===== src/rtl/turn_sched_pkg.sv =====
// Shared types and constants for the turn-signal scheduler: state codes,
// steps per turn cycle and the switch arbitration rule.
package turn_sched_pkg;

    typedef enum logic [1:0] {
        ST_IDLE  = 2'd0,
        ST_LEFT  = 2'd1,
        ST_RIGHT = 2'd2,
        ST_HAZ   = 2'd3
    } sched_state_t;

    localparam int STEPS_PER_CYCLE = 4;
    localparam int STEP_IDX_W      = 2;

    // Both turn switches at once is treated as a hazard request.
    function automatic sched_state_t decide(input logic haz, input logic left, input logic right);
        if (haz || (left && right)) return ST_HAZ;
        if (left)                   return ST_LEFT;
        if (right)                  return ST_RIGHT;
        return ST_IDLE;
    endfunction

endpackage


===== src/rtl/turn_signal_scheduler_tick_prescaler.sv =====
// Step-cadence prescaler: counts clk cycles while run is high and flags the
// last cycle of each TICK_DIV-long period; clr forces the count back to 0.
module tick_prescaler #(
    parameter int unsigned TICK_DIV = 4
) (
    input  logic clk,
    input  logic reset,
    input  logic run,
    input  logic clr,
    output logic tick
);

    localparam int CNT_W = (TICK_DIV > 1) ? $clog2(TICK_DIV) : 1;
    localparam logic [CNT_W-1:0] CNT_LAST = CNT_W'(TICK_DIV - 1);

    logic [CNT_W-1:0] cnt_q;
    logic [CNT_W-1:0] cnt_d;

    assign tick = run && (cnt_q == CNT_LAST);

    always_comb begin
        cnt_d = cnt_q;
        if (clr) begin
            cnt_d = '0;
        end else if (run) begin
            cnt_d = tick ? '0 : cnt_q + CNT_W'(1);
        end
    end

    always_ff @(posedge clk or posedge reset) begin
        if (reset) begin
            cnt_q <= '0;
        end else begin
            cnt_q <= cnt_d;
        end
    end

endmodule


===== src/rtl/turn_signal_scheduler.sv =====
// Turn-signal scheduler: arbitrates left/right/hazard switches and drives the
// lamp sequencer. Brake override is built only with TURN_SCHED_BRAKE_EN defined.
module turn_signal_scheduler
    import turn_sched_pkg::*;
#(
    parameter int unsigned TICK_DIV = 4
) (
    input  logic       clk,
    input  logic       reset,
    input  logic       left_sw,
    input  logic       right_sw,
    input  logic       hazard_sw,
    input  logic       brake,
    output logic       seq_step,
    output logic       seq_left,
    output logic       seq_right,
    output logic       seq_clr,
    output logic       haz_on,
    output logic       brk_l,
    output logic       brk_r,
    output logic [1:0] state_o
);

    localparam logic [STEP_IDX_W-1:0] LAST_STEP = STEP_IDX_W'(STEPS_PER_CYCLE - 1);

    sched_state_t            state_q;
    logic [STEP_IDX_W-1:0]   step_idx_q;
    logic                    haz_on_q;
    logic                    seq_step_q;
    logic                    seq_left_q;
    logic                    seq_right_q;
    logic                    seq_clr_q;
    sched_state_t            decision;
    logic                    tick;

    always_comb decision = decide(hazard_sw, left_sw, right_sw);

    tick_prescaler #(
        .TICK_DIV (TICK_DIV)
    ) u_prescaler (
        .clk   (clk),
        .reset (reset),
        .run   (state_q != ST_IDLE),
        .clr   (state_q == ST_IDLE),
        .tick  (tick)
    );

    // seq_step is a one-cycle strobe with no back-pressure; seq_left/seq_right
    // are meaningful only while seq_step is high and mark step index 0.
    always_ff @(posedge clk or posedge reset) begin
        if (reset) begin
            state_q     <= ST_IDLE;
            step_idx_q  <= '0;
            haz_on_q    <= 1'b0;
            seq_step_q  <= 1'b0;
            seq_left_q  <= 1'b0;
            seq_right_q <= 1'b0;
            seq_clr_q   <= 1'b0;
        end else begin
            seq_step_q  <= 1'b0;
            seq_left_q  <= 1'b0;
            seq_right_q <= 1'b0;
            case (state_q)
                ST_IDLE: begin
                    state_q    <= decision;
                    step_idx_q <= '0;
                    haz_on_q   <= 1'b0;
                    seq_clr_q  <= (decision == ST_HAZ);
                end
                ST_LEFT, ST_RIGHT: begin
                    if (tick) begin
                        seq_step_q  <= 1'b1;
                        seq_left_q  <= (state_q == ST_LEFT) && (step_idx_q == '0);
                        seq_right_q <= (state_q == ST_RIGHT) && (step_idx_q == '0);
                        // Direction is only re-evaluated once the lamps are back to off.
                        if (step_idx_q == LAST_STEP) begin
                            state_q    <= decision;
                            step_idx_q <= '0;
                            seq_clr_q  <= (decision == ST_HAZ);
                        end else begin
                            step_idx_q <= step_idx_q + STEP_IDX_W'(1);
                        end
                    end
                end
                default: begin
                    if (tick) begin
                        if (haz_on_q) begin
                            haz_on_q <= 1'b0;
                            if (decision != ST_HAZ) begin
                                state_q   <= decision;
                                seq_clr_q <= 1'b0;
                            end
                        end else begin
                            haz_on_q <= 1'b1;
                        end
                    end
                end
            endcase
        end
    end

    assign seq_step  = seq_step_q;
    assign seq_left  = seq_left_q;
    assign seq_right = seq_right_q;
    assign seq_clr   = seq_clr_q;
    assign haz_on    = haz_on_q;
    assign state_o   = state_q;

`ifdef TURN_SCHED_BRAKE_EN
    assign brk_l = brake && (state_q != ST_LEFT) && (state_q != ST_HAZ);
    assign brk_r = brake && (state_q != ST_RIGHT) && (state_q != ST_HAZ);
`else
    logic brake_unused;
    assign brake_unused = brake;
    assign brk_l        = 1'b0;
    assign brk_r        = 1'b0;
`endif

endmodule


===== config.mk =====
export PLATFORM = sky130hd
export DESIGN_NAME = turn_signal_scheduler
export DESIGN_NICKNAME = d
export VERILOG_FILES = /design/src/rtl/turn_sched_pkg.sv /design/src/rtl/turn_signal_scheduler_tick_prescaler.sv /design/src/rtl/turn_signal_scheduler.sv
export SDC_FILE = /design/constraint.sdc
export NUM_CORES = 1
export LEC_CHECK = 0
export CORE_AREA = 2 2 39 41
export CTS_CLUSTER_DIAMETER = 80
export DETAILED_ROUTE_END_ITERATION = 7
export DIE_AREA = 0 0 41 43
export HOLD_SLACK_MARGIN = 0.03
export PLACE_DENSITY = 0.77
export SETUP_SLACK_MARGIN = 0.02
export SYNTH_ARGS = -nofsm -noshare
export SYNTH_HDL_FRONTEND = slang
export SYNTH_SLANG_ARGS = --single-unit

===== constraint.sdc =====
create_clock -name clk -period 2.6 [get_ports clk]
set_clock_uncertainty 0.15 [all_clocks]
set_input_delay 0.52 -clock clk [delete_from_list [all_inputs] [get_ports clk]]
set_output_delay 0.52 -clock clk [all_outputs]
set_load 0.01 [all_outputs]

# After elaboration in Yosys (flattened, before gate mapping)
# Index checks and enable logic that the tools add are counted.
# Widths: inputs -> output; s select.
# word_totals
in_bits	6
elab_cells	75
regBits	11
# op_classes
add_sub_neg	2
n_bitwise	1
n_reduce_logical	17
n_eq_ne	8
mux	39
# op_table
operator	n
$mux 2	16
$mux 1	19
$eq 2x2->1 const B	4
$pmux 2 s2	2
$reduce_bool 2->1	4
$reduce_bool 3->1	2
$reduce_and 5->1	1
$add 2x1->2 const B	2
$logic_and 1x1->1	4
$logic_not 2->1	2
$ne 2x2->1 const B	2
$pmux 1 s2	2
$reduce_and 2->1	2
$eq 2x1->1 const B	1
$ne 2x1->1 const B	1
$reduce_or 2->1	1
$logic_or 1x1->1	1
$not 1->1	1

# Logic depth before layout (Yosys ltp)
# Gate-level depths: netlist (run 1).
# depth
word_depth	14
depth_mapped	6
ltp_nobuf	6

# Hierarchy
# Synthesis (run 1) repeated with hierarchy kept, for this count alone.
# unflattened
cells_unflattened	56
area_unflattened_um2	629.4
# by_module_without_submodules
module	area_per_inst_um2	instances	cells_each
turn_signal_scheduler	519.2	1	46
tick_prescaler	110.1	1	10

# Least setup slack after synthesis (run 1)
# OpenSTA, ideal clock, no wires.
# synth_timing
kind	register to register
start	reg state_q[0], in the netlist state_o[0]
end	reg state_q[0], in the netlist state_o[0]
period_less_slack_ns	1.685
arrival_time_ns	1.456
setup_ns	0.079
required_time_ns	2.371
n_path_buf	1
path_stages_with_launch	7
path_slack_ns	0.915
path_cell_list	dfrtp_1 > inv_1 > ha_1 > buf_2 > nor2_1 > a31o_4 > mux2i_1
# synth_between
elab_chain_cells	4
word_cells_on_any_way	13
# synth_rtl
element	line_no	rtl
start: declaration	turn_signal_scheduler.sv:26	sched_state_t state_q;
start signal: assignment	turn_signal_scheduler.sv:65	state_q <= decision;
start signal: assignment	turn_signal_scheduler.sv:77	state_q <= decision;
start signal: assignment	turn_signal_scheduler.sv:90	state_q <= decision;
$eq 2x1->1, or another cell as far along	turn_signal_scheduler.sv:63	case (state_q)
$reduce_or 2->1 or $logic_and 1x1->1 (tied branches)	turn_signal_scheduler.sv:63, turn_signal_scheduler_tick_prescaler.sv:19	
$ne 2x1->1 (no source line), or another cell as far along	n/a	
$reduce_and 5->1 (no source line)	n/a	
# Several ways; a longest one is shown, not always the timed one.
# A chain may end at the register's enable or synchronous reset.

# Worst setup path after layout (run 1)
# layout_timing
start	reg state_q[0], in the netlist state_o[0]
end	out state_o[0]
# layout_rtl
element	line_no	rtl
end: declaration	turn_signal_scheduler.sv:21	output logic [1:0] state_o
# No word-level cell between the ends.

==> results.toml, run 1 <==
[route]
drt_iter0_drc = 5
wl_met2_um = 456
wl_met1_um = 424
wirelength_um = 978
wl_met3_um = 57
avgViaCountPerCell = 5.058
dr.pass1.iters = 4
vias = 435
wl_per_cell_um = 11.37
drc_errors = 0
routed.top_layer = "met4"
ant_nets = 0

[critical_path]
worstPathArrival_ps = 1230
crit_fanout = 4
path_depth = 1
critPathCaptureType = "output port"
worstPathRequired_ps = 1930
rr_endpoint = "state_o[0]"
ff2ff_path_depth = 6
cpPeakStageDelay_ps = 560
crit_path_cell_trace = "clkdlybuf4s50_1"
r2r_start = "state_o[0]"
reg2reg_slack_ps = 780
cp-start-kind = "flop"
worst-setup-path-type = "flop to output port"
path_buf_inv = 1
path_delay_family = "buffers and inverters"
cp_slowest_cell = "clkdlybuf4s50_1"

[floorplan]
die-area_um2 = 1763
fp.dieH_um = 43
num_rows = 14
core_area_um2 = 1384
dieWidth_um = 41
ios = 15
initial_core_util = 0.4340

[synthesis]
yosys-top-cells-count = "11 x dfrtp_1, 7 x ha_1, 7 x inv_1, 7 x nor2_1"
ys_seq_area_frac = 0.4583
synth_edf_count = 0
ys_ff_latch = 11
ys.flop_type = "dfrtp_1"
synth_area_um2 = 600.6
yosys.area.top_type = "dfrtp_1"
synth.distinct_cells = 22
postSynthAreaPerCell_um2 = 10.54
async_flop_share = 1.000
yosysTopAreaCellShare = 0.4583
yosysMostFrequentCell = "dfrtp_1"
yosys-top-cells-area = "dfrtp_1 46%, ha_1 15%, inv_1 4.4%"
yosysWarningCount = 0
postSynthCellCount = 57

[clocking]
cts_setup_buffers = 0
tritoncts = "yes"
cts.clk_slew.worst_paths_ps = 70
post_cts_resized = 0
clkSinkCount = 11
insertion_delay_ps = 270
cts-buffers-inserted = 3
cts-root-buf = "clkbuf_4"
htreeDepth = 1
clk_path_buf_depth = 2
hold_buffers = 0

[timing]
tns_ps = 0
setup_viol = 0
finalCriticalPeriod_ps = 1904
fin_ws_ps = 696.0
finalHoldViolCount = 0
rsz0062_at_grt = "false"
slew_violations = 0
fmax_mhz = 525.2
finalCritPeriodShare = 0.7323

[job]
drv_cap = 0

[min_path]
whs_path_depth = 1
hold_start = "u_prescaler.cnt_q[0]"
hold_path_class = "flop to flop"
holdPathEnd = "u_prescaler.cnt_q[0]"

[finish]
drive_gt1_frac = 0.08571
nets = 84
syn_to_final_growth_pct = 23.33
antenna_cells = 0

[global_route]
overflow = 0
grt_pass1_wl_um = 1656
gr-usage-all-layers = 0.1536
antenna_found_initial = 0
grt_max_degree = 13
grt_pass1_vias = 386

[place]
post-place-ws_ps = 751.1
port_buffers = 11
place_congestion = 0.7159
dp_hpwl_um = 759.1

[power_and_ir_drop]
power_density_nw_per_um2 = 1019
power.leakage_uw = 0.0003518
ir_drop_v = 0.0004668

[status]
status = "completed"
==> sequential cells by signal, indices dropped and copies added, names as in the netlist <==
name and flops:
haz_on 1, state_o 2, seq_clr 1, seq_left 1, seq_right 1, u_prescaler.cnt_q 2
seq_step 1, step_idx_q 2
==> routing by layer <==
metal	vias to the layer above	GRT usage
li1	213	-
met5	-	0
met1	204	0.1678
met2	14	0.2125
met4	0	0.1400
met3	4	0.06283
==> kinds of logic after synthesis <==
family,Yosys count,synth area share
buffers and inverters,10,0.07708
adders and majority gates,7,0.1458
muxes,2,0.03333
AOI/OAI and AO/OA,10,0.1375
and+or+nand+nor,16,0.1417
other,1,0.006244
DFF,11,0.4583
==> power by group <==
group / internal [uW] / switching, uW / leakage (uW)
Clock: 59.4 / 55.5 / 0.0000150
Combinational: 174 / 197 / 0.000201
Sequential: 228 / 41.6 / 0.000136
==> cell type report <==
class | count | area [um^2]
clock buffers | 4 | 26.28
fillers | 140 | 643.1
inverters | 7 | 26.28
multi-input cells | 37 | 282.8
flip-flops and latches | 11 | 275.3
well taps | 16 | 20.02
repair buffers | 11 | 110.1
==> how the worst max path moves through the flow <==
stage | from | slack, ps | endpoint
3_3_place_gp | left_sw | 780 | state_o[0]
4_1_cts | state_o[0] | 680 | state_o[0]
5_1_grt | state_o[0] | 600 | state_o[0]
6_report | state_o[0] | 700 | state_o[0]
2_1_floorplan | state_o[0] | 910 | state_o[0]
3_5_place_dp | left_sw | 750 | state_o[0]
==> layout by cell type (no fill, tap or decap) <==
master           synthesis  routed
dfrtp_1                 11      11
clkdlybuf4s50_1          0      11
inv_1                    7       7
nor2_1                   7       7
ha_1                     7       7
o21ai_0                  3       3
and3_1                   3       3
clkbuf_4                 0       3
nand3_1                  2       2
mux2i_1                  2       2
conb_1                   1       2
nand2b_4                 1       1
nand2_1                  1       1
o22ai_2                  1       1
a21oi_1                  1       1
a31o_4                   1       1
o2bb2ai_1                1       1
o31ai_1                  1       1
and2b_1                  1       1
nor3_1                   1       1
a32o_1                   1       1
a31oi_1                  1       1
clkbuf_1                 0       1
==> stage by stage <==
| step | utilization | instances | hold WS (ps) | power, uW | area [um^2] |
|---|---|---|---|---|---|
| 2_1_floorplan | - | 58 | 222.4 | 532.8 | 604.3 |
| 3_3_place_gp | 0.5163 | 82 | 271.6 | 628.5 | 714.4 |
| 6_report | 0.5353 | 86 | 286.5 | 754.7 | 740.7 |
| 3_5_place_dp | 0.5163 | 82 | 282.5 | 646.6 | 714.4 |
| 4_1_cts | 0.5353 | 86 | 294.4 | 768.5 | 740.7 |
| 5_1_grt | 0.5353 | 86 | 328.3 | 829.3 | 740.7 |
Power figures use the tool's default switching activity.
==> run 2: changes to the inputs <==
--- a/config.mk
+++ b/config.mk
@@ -5,12 +5,12 @@
 export SDC_FILE = /design/constraint.sdc
 export NUM_CORES = 1
 export LEC_CHECK = 0
-export CORE_AREA = 2 2 39 41
+export CORE_AREA = 2 2 40 42
 export CTS_CLUSTER_DIAMETER = 80
 export DETAILED_ROUTE_END_ITERATION = 7
-export DIE_AREA = 0 0 41 43
+export DIE_AREA = 0 0 42 44
 export HOLD_SLACK_MARGIN = 0.03
-export PLACE_DENSITY = 0.77
+export PLACE_DENSITY = 0.74
 export SETUP_SLACK_MARGIN = 0.02
 export SYNTH_ARGS = -nofsm -noshare
 export SYNTH_HDL_FRONTEND = slang
==> constraint.sdc (replaced) <==
create_clock -name clk -period 1.9 [get_ports clk]
set_clock_uncertainty 0.15 [all_clocks]
set_input_delay 0.38 -clock clk [delete_from_list [all_inputs] [get_ports clk]]
set_output_delay 0.38 -clock clk [all_outputs]
set_load 0.01 [all_outputs]
==> run 2 against run 1 <==
Worst hold slack got worse by 40 ps. Flip-flop and latch count unchanged. Clock-buffer cell count decreased by 1. Sequential share of layout area decreased by 0.43 points. Core utilization decreased by 0.70 points. Power increased by 41%. Global-route usage decreased by 1.5 points. First-iteration DRC count decreased by 40%. Wire length increased by 6.6%. Critical endpoint is now state_o[1]. Critical path type unchanged. Combinational power increased by 45%.
==> results.toml, run 2 (synthesis gave the netlist of run 1 again) <==
[status]
status = "completed"

[clocking]
cts-root-buf = "clkbuf_4"
insertion_delay_ps = 270
cts_setup_buffers = 0
hold_buffers = 0
htreeDepth = 1
post_cts_resized = 0
clkSinkCount = 11
clk_path_buf_depth = 2
tritoncts = "yes"
cts-buffers-inserted = 3
cts.clk_slew.worst_paths_ps = 80

[finish]
nets = 85
multiInputGateArea_um2 = 282.8
regArea_um2 = 275.3
drive_gt1_frac = 0.1127
antenna_cells = 0
final_cell_mix = "11 x dfrtp_1, 11 x clkdlybuf4s50_1, 7 x inv_1, 7 x nor2_1, 7 x ha_1"
syn_to_final_growth_pct = 24.79
fillCellCount = 127

[critical_path]
cp-start-kind = "flop"
critPathCaptureType = "output port"
worstPathArrival_ps = 1220
worstPathRequired_ps = 1370
worst-setup-path-type = "flop to output port"
crit_fanout = 4
cpPeakStageDelay_ps = 550
crit_path_cell_trace = "clkdlybuf4s50_1"
cp_slowest_cell = "clkdlybuf4s50_1"
path_buf_inv = 1
path_delay_family = "buffers and inverters"
path_depth = 1
ff2ff_path_depth = 6

[timing]
finalCritPeriodShare = 0.9220
slew_violations = 0
fin_ws_ps = 148.2
setup_viol = 0
tns_ps = 0
finalCriticalPeriod_ps = 1752
fmax_mhz = 570.8
rsz0062_at_grt = "false"
finalHoldViolCount = 0

[route]
avgViaCountPerCell = 4.977
wl_per_cell_um = 11.99
wirelength_um = 1043
vias = 433
dr.pass1.iters = 3
drt_iter0_drc = 3
drc_errors = 0
ant_nets = 0

[power_and_ir_drop]
ir_drop_v = 0.0007070
combPwrFrac = 0.504
power_density_nw_per_um2 = 1422
power_frac_clock = 0.153
intPower_uw = 647.6
seq_power_share = 0.343
switching_share = 0.3923
power.switching_uw = 418.2
power.leakage_uw = 0.0003595

[global_route]
grt_max_degree = 12
antenna_found_initial = 0
gr-usage-all-layers = 0.1387
grt_pass1_vias = 446
grt_pass1_wl_um = 1842
overflow = 0

[floorplan]
core_area_um2 = 1419
ios = 15
dieWidth_um = 42
initial_core_util = 0.4233
fp.dieH_um = 44
die-area_um2 = 1848
num_rows = 14

[place]
port_buffers = 11
post-place-ws_ps = 184.3
dp_hpwl_um = 804.8
place_congestion = 0.7297

[min_path]
hold_path_class = "primary input to asynchronous set/reset pin"

[job]
drv_cap = 0
## run 2: area by class of cell
| class | instances | share of cell area |
|---|---|---|
| well taps | 16 | 0.02671 |
| multi-input cells | 37 | 0.3773 |
| inverters | 7 | 0.03506 |
| flip-flops and latches | 11 | 0.3673 |
| clock buffers | 3 | 0.03005 |
| repair buffers | 12 | 0.1569 |
| clock inverters | 1 | 0.006678 |
## run 2: through the flow
step / instance area (um^2) / utilization / power, uW / std cells / hold WS, ps
after floorplan: 604.3 / - / 729.1 / 58 / 82.44
after global placement: 721.9 / 0.5088 / 890.5 / 83 / 270.3
after detailed placement: 721.9 / 0.5088 / 910.6 / 83 / 286.3
after CTS: 749.5 / 0.5282 / 1079 / 87 / 267.2
after global routing: 749.5 / 0.5282 / 1167 / 87 / 303.6
final: 749.5 / 0.5282 / 1066 / 87 / 246.4
## run 2: routing by layer
| metal | part of all wire | track usage | routed length, um | vias to the layer above |
|---|---|---|---|---|
| met4 | 0.024 | 0.09677 | 25 | 0 |
| met3 | 0.037 | 0.03750 | 39 | 4 |
| met5 | 0 | 0 | 0 | - |
| met1 | 0.46 | 0.1675 | 475 | 205 |
| li1 | - | - | - | 215 |
| met2 | 0.48 | 0.2156 | 502 | 9 |
## run 2: worst paths after layout
path / startpoint / endpoint / slack (ps)
worst max-delay path: state_o[1] / state_o[1] / 150
worst min-delay path: reset / seq_right / 250
worst max register to register: state_o[1] / state_o[0] / 200
worst min register to register: u_prescaler.cnt_q[0] / u_prescaler.cnt_q[0] / 300
max in group asynchronous: reset / haz_on / 1050
min in group clk: u_prescaler.cnt_q[0] / u_prescaler.cnt_q[0] / 300
## run 2: power by group through the flow
stage	logic, uW	registers, uW	clock network (uW)
after detailed placement	538	372	0
final	537	366	163
after CTS	542	367	169
after floorplan	347	382	0
after global placement	521	369	0
after global routing	608	380	179
==> run 3: changes to the inputs <==
--- a/config.mk
+++ b/config.mk
@@ -5,12 +5,13 @@
 export SDC_FILE = /design/constraint.sdc
 export NUM_CORES = 1
 export LEC_CHECK = 0
-export CORE_AREA = 2 2 40 42
+export ABC_AREA = 1
+export CORE_AREA = 2 2 39 41
 export CTS_CLUSTER_DIAMETER = 80
 export DETAILED_ROUTE_END_ITERATION = 7
-export DIE_AREA = 0 0 42 44
+export DIE_AREA = 0 0 41 43
 export HOLD_SLACK_MARGIN = 0.03
-export PLACE_DENSITY = 0.74
+export PLACE_DENSITY = 0.77
 export SETUP_SLACK_MARGIN = 0.02
 export SYNTH_ARGS = -nofsm -noshare
 export SYNTH_HDL_FRONTEND = slang
==> run 3 against run 2 <==
Flip-flop and latch count is the same. Clock power shrank 6%. Synthesized cell count grew 18%. Critical path type unchanged. Largest cell class is now sequential cells.
==> results.toml, run 3 <==
[global_route]
grt_pass1_wl_um = 1359
antenna_found_initial = 0
grt_max_degree = 12
overflow = 0
grt_pass1_vias = 362
gr-usage-all-layers = 0.1170

[critical_path]
worstPathRequired_ps = 1370
cpPeakStageDelay_ps = 560
crit_path_cell_trace = "clkdlybuf4s50_1"
critPathCaptureType = "output port"
cp_slowest_cell = "clkdlybuf4s50_1"
path_buf_inv = 1
cp-start-kind = "flop"
worstPathArrival_ps = 1230
worst-setup-path-type = "flop to output port"
crit_fanout = 5
path_delay_family = "buffers and inverters"

[clocking]
htreeDepth = 1
clk_path_buf_depth = 2
cts-buffers-inserted = 3
tritoncts = "yes"
post_cts_resized = 0
insertion_delay_ps = 260
clkSinkCount = 11
cts_setup_buffers = 0
cts-root-buf = "clkbuf_4"
hold_buffers = 0
cts.clk_slew.worst_paths_ps = 70

[synthesis]
postSynthCellCount = 67
yosys.area.top_type = "dfrtp_1"
yosys-top-cells-area = "dfrtp_1 46%, ha_1 15%, nand2_1 6.9%"
yosysWarningCount = 0
synth.distinct_cells = 18
async_flop_share = 1.000
synth_area_um2 = 595.6
yosys-top-cells-count = "11 x dfrtp_1, 11 x nand2_1, 9 x inv_1"
ys_seq_area_frac = 0.4622
ys.flop_type = "dfrtp_1"
synth_edf_count = 0
yosysTopAreaCellShare = 0.4622
postSynthAreaPerCell_um2 = 8.889
ys_ff_latch = 11

[route]
wirelength_um = 819
dr.pass1.iters = 4
ant_nets = 0
vias = 438
drc_errors = 0
wl_per_cell_um = 8.443
avgViaCountPerCell = 4.515
drt_iter0_drc = 11

[finish]
final_cell_mix = "11 x nand2_1, 11 x dfrtp_1, 11 x clkdlybuf4s50_1, 9 x inv_1, 7 x ha_1"
nets = 95
regArea_um2 = 275.3
final_util = 0.5353
syn_to_final_growth_pct = 24.37
multiInputGateArea_um2 = 267.8
antenna_cells = 0
fillCellCount = 130
design_area_um2 = 740.7
drive_gt1_frac = 0.1605

[floorplan]
die-area_um2 = 1763
num_rows = 14
dieWidth_um = 41
ios = 15
fp.dieH_um = 43
initial_core_util = 0.4304
core_area_um2 = 1384

[timing]
finalHoldViolCount = 0
slew_violations = 0
finalCriticalPeriod_ps = 1764
tns_ps = 0
setup_viol = 0
finalCritPeriodShare = 0.9284
fmax_mhz = 566.9
hold_slack_ps = 258.5
rsz0062_at_grt = "false"

[place]
placed_area_um2 = 714.4
dp_hpwl_um = 679.4
port_buffers = 11
place_congestion = 0.7697

[power_and_ir_drop]
ir_drop_v = 0.0007362
power.leakage_uw = 0.0003912
power_density_nw_per_um2 = 1484

[status]
status = "completed"

[job]
drv_cap = 0

[min_path]
hold_path_class = "primary input to asynchronous set/reset pin"
[run 3: through the flow]
stage	cells	power, uW	worst slack (ps)
6_report	97	1099	136.0
3_5_place_dp	93	958.9	289.9
5_1_grt	97	1205	82.72
3_3_place_gp	93	946.2	324.2
4_1_cts	97	1115	118.4
2_1_floorplan	68	787.2	369.7
[run 3: where the power goes]
part,leakage (uW),switching [uW],internal [uW],total [uW]
Combinational,0.000234,316,250,566
Clock,0.0000150,71.7,81.1,153
Sequential,0.000142,58.6,322,380
[run 3: area by class of cell]
cell class	instances	area share
clock buffers	4	0.03547
inverters	11	0.05574
repair buffers	11	0.1486
well taps	16	0.02703
multi-input cells	44	0.3615
flip-flops and latches	11	0.3716
[run 3: cell families (layout without fill, tap and decap cells)]
logic type / count (synthesis) / in the layout / synth area share
compound gates: 5 / 5 / 0.04621
other cells: 1 / 2 / 0.006296
buf+inv: 13 / 26 / 0.09453
fa+ha+maj: 7 / 7 / 0.1471
simple gates: 30 / 30 / 0.2437
flops: 11 / 11 / 0.4622
[run 3: worst paths after layout]
check / startpoint / end / slack (ps) / depth (start not counted)
setup / recovery: state_o[0] / state_o[0] / 140 / 1
hold / removal: reset / seq_clr / 260 / 2
setup reg to reg: state_o[0] / state_o[1] / 290 / 9
hold reg to reg: u_prescaler.cnt_q[0] / u_prescaler.cnt_q[0] / 280 / 1
max in group asynchronous: reset / state_o[0] / 1060 / 2
min in group clk: u_prescaler.cnt_q[0] / u_prescaler.cnt_q[0] / 280 / 1
[run 3: routing by layer]
layer / vias to the layer above / track usage / wire length [um]
met3: 4 / 0.01571 / 38
met5: - / 0 / 0
met1: 187 / 0.1376 / 338
met2: 14 / 0.1750 / 417
met4: 0 / 0.1000 / 25
li1: 233 / - / -
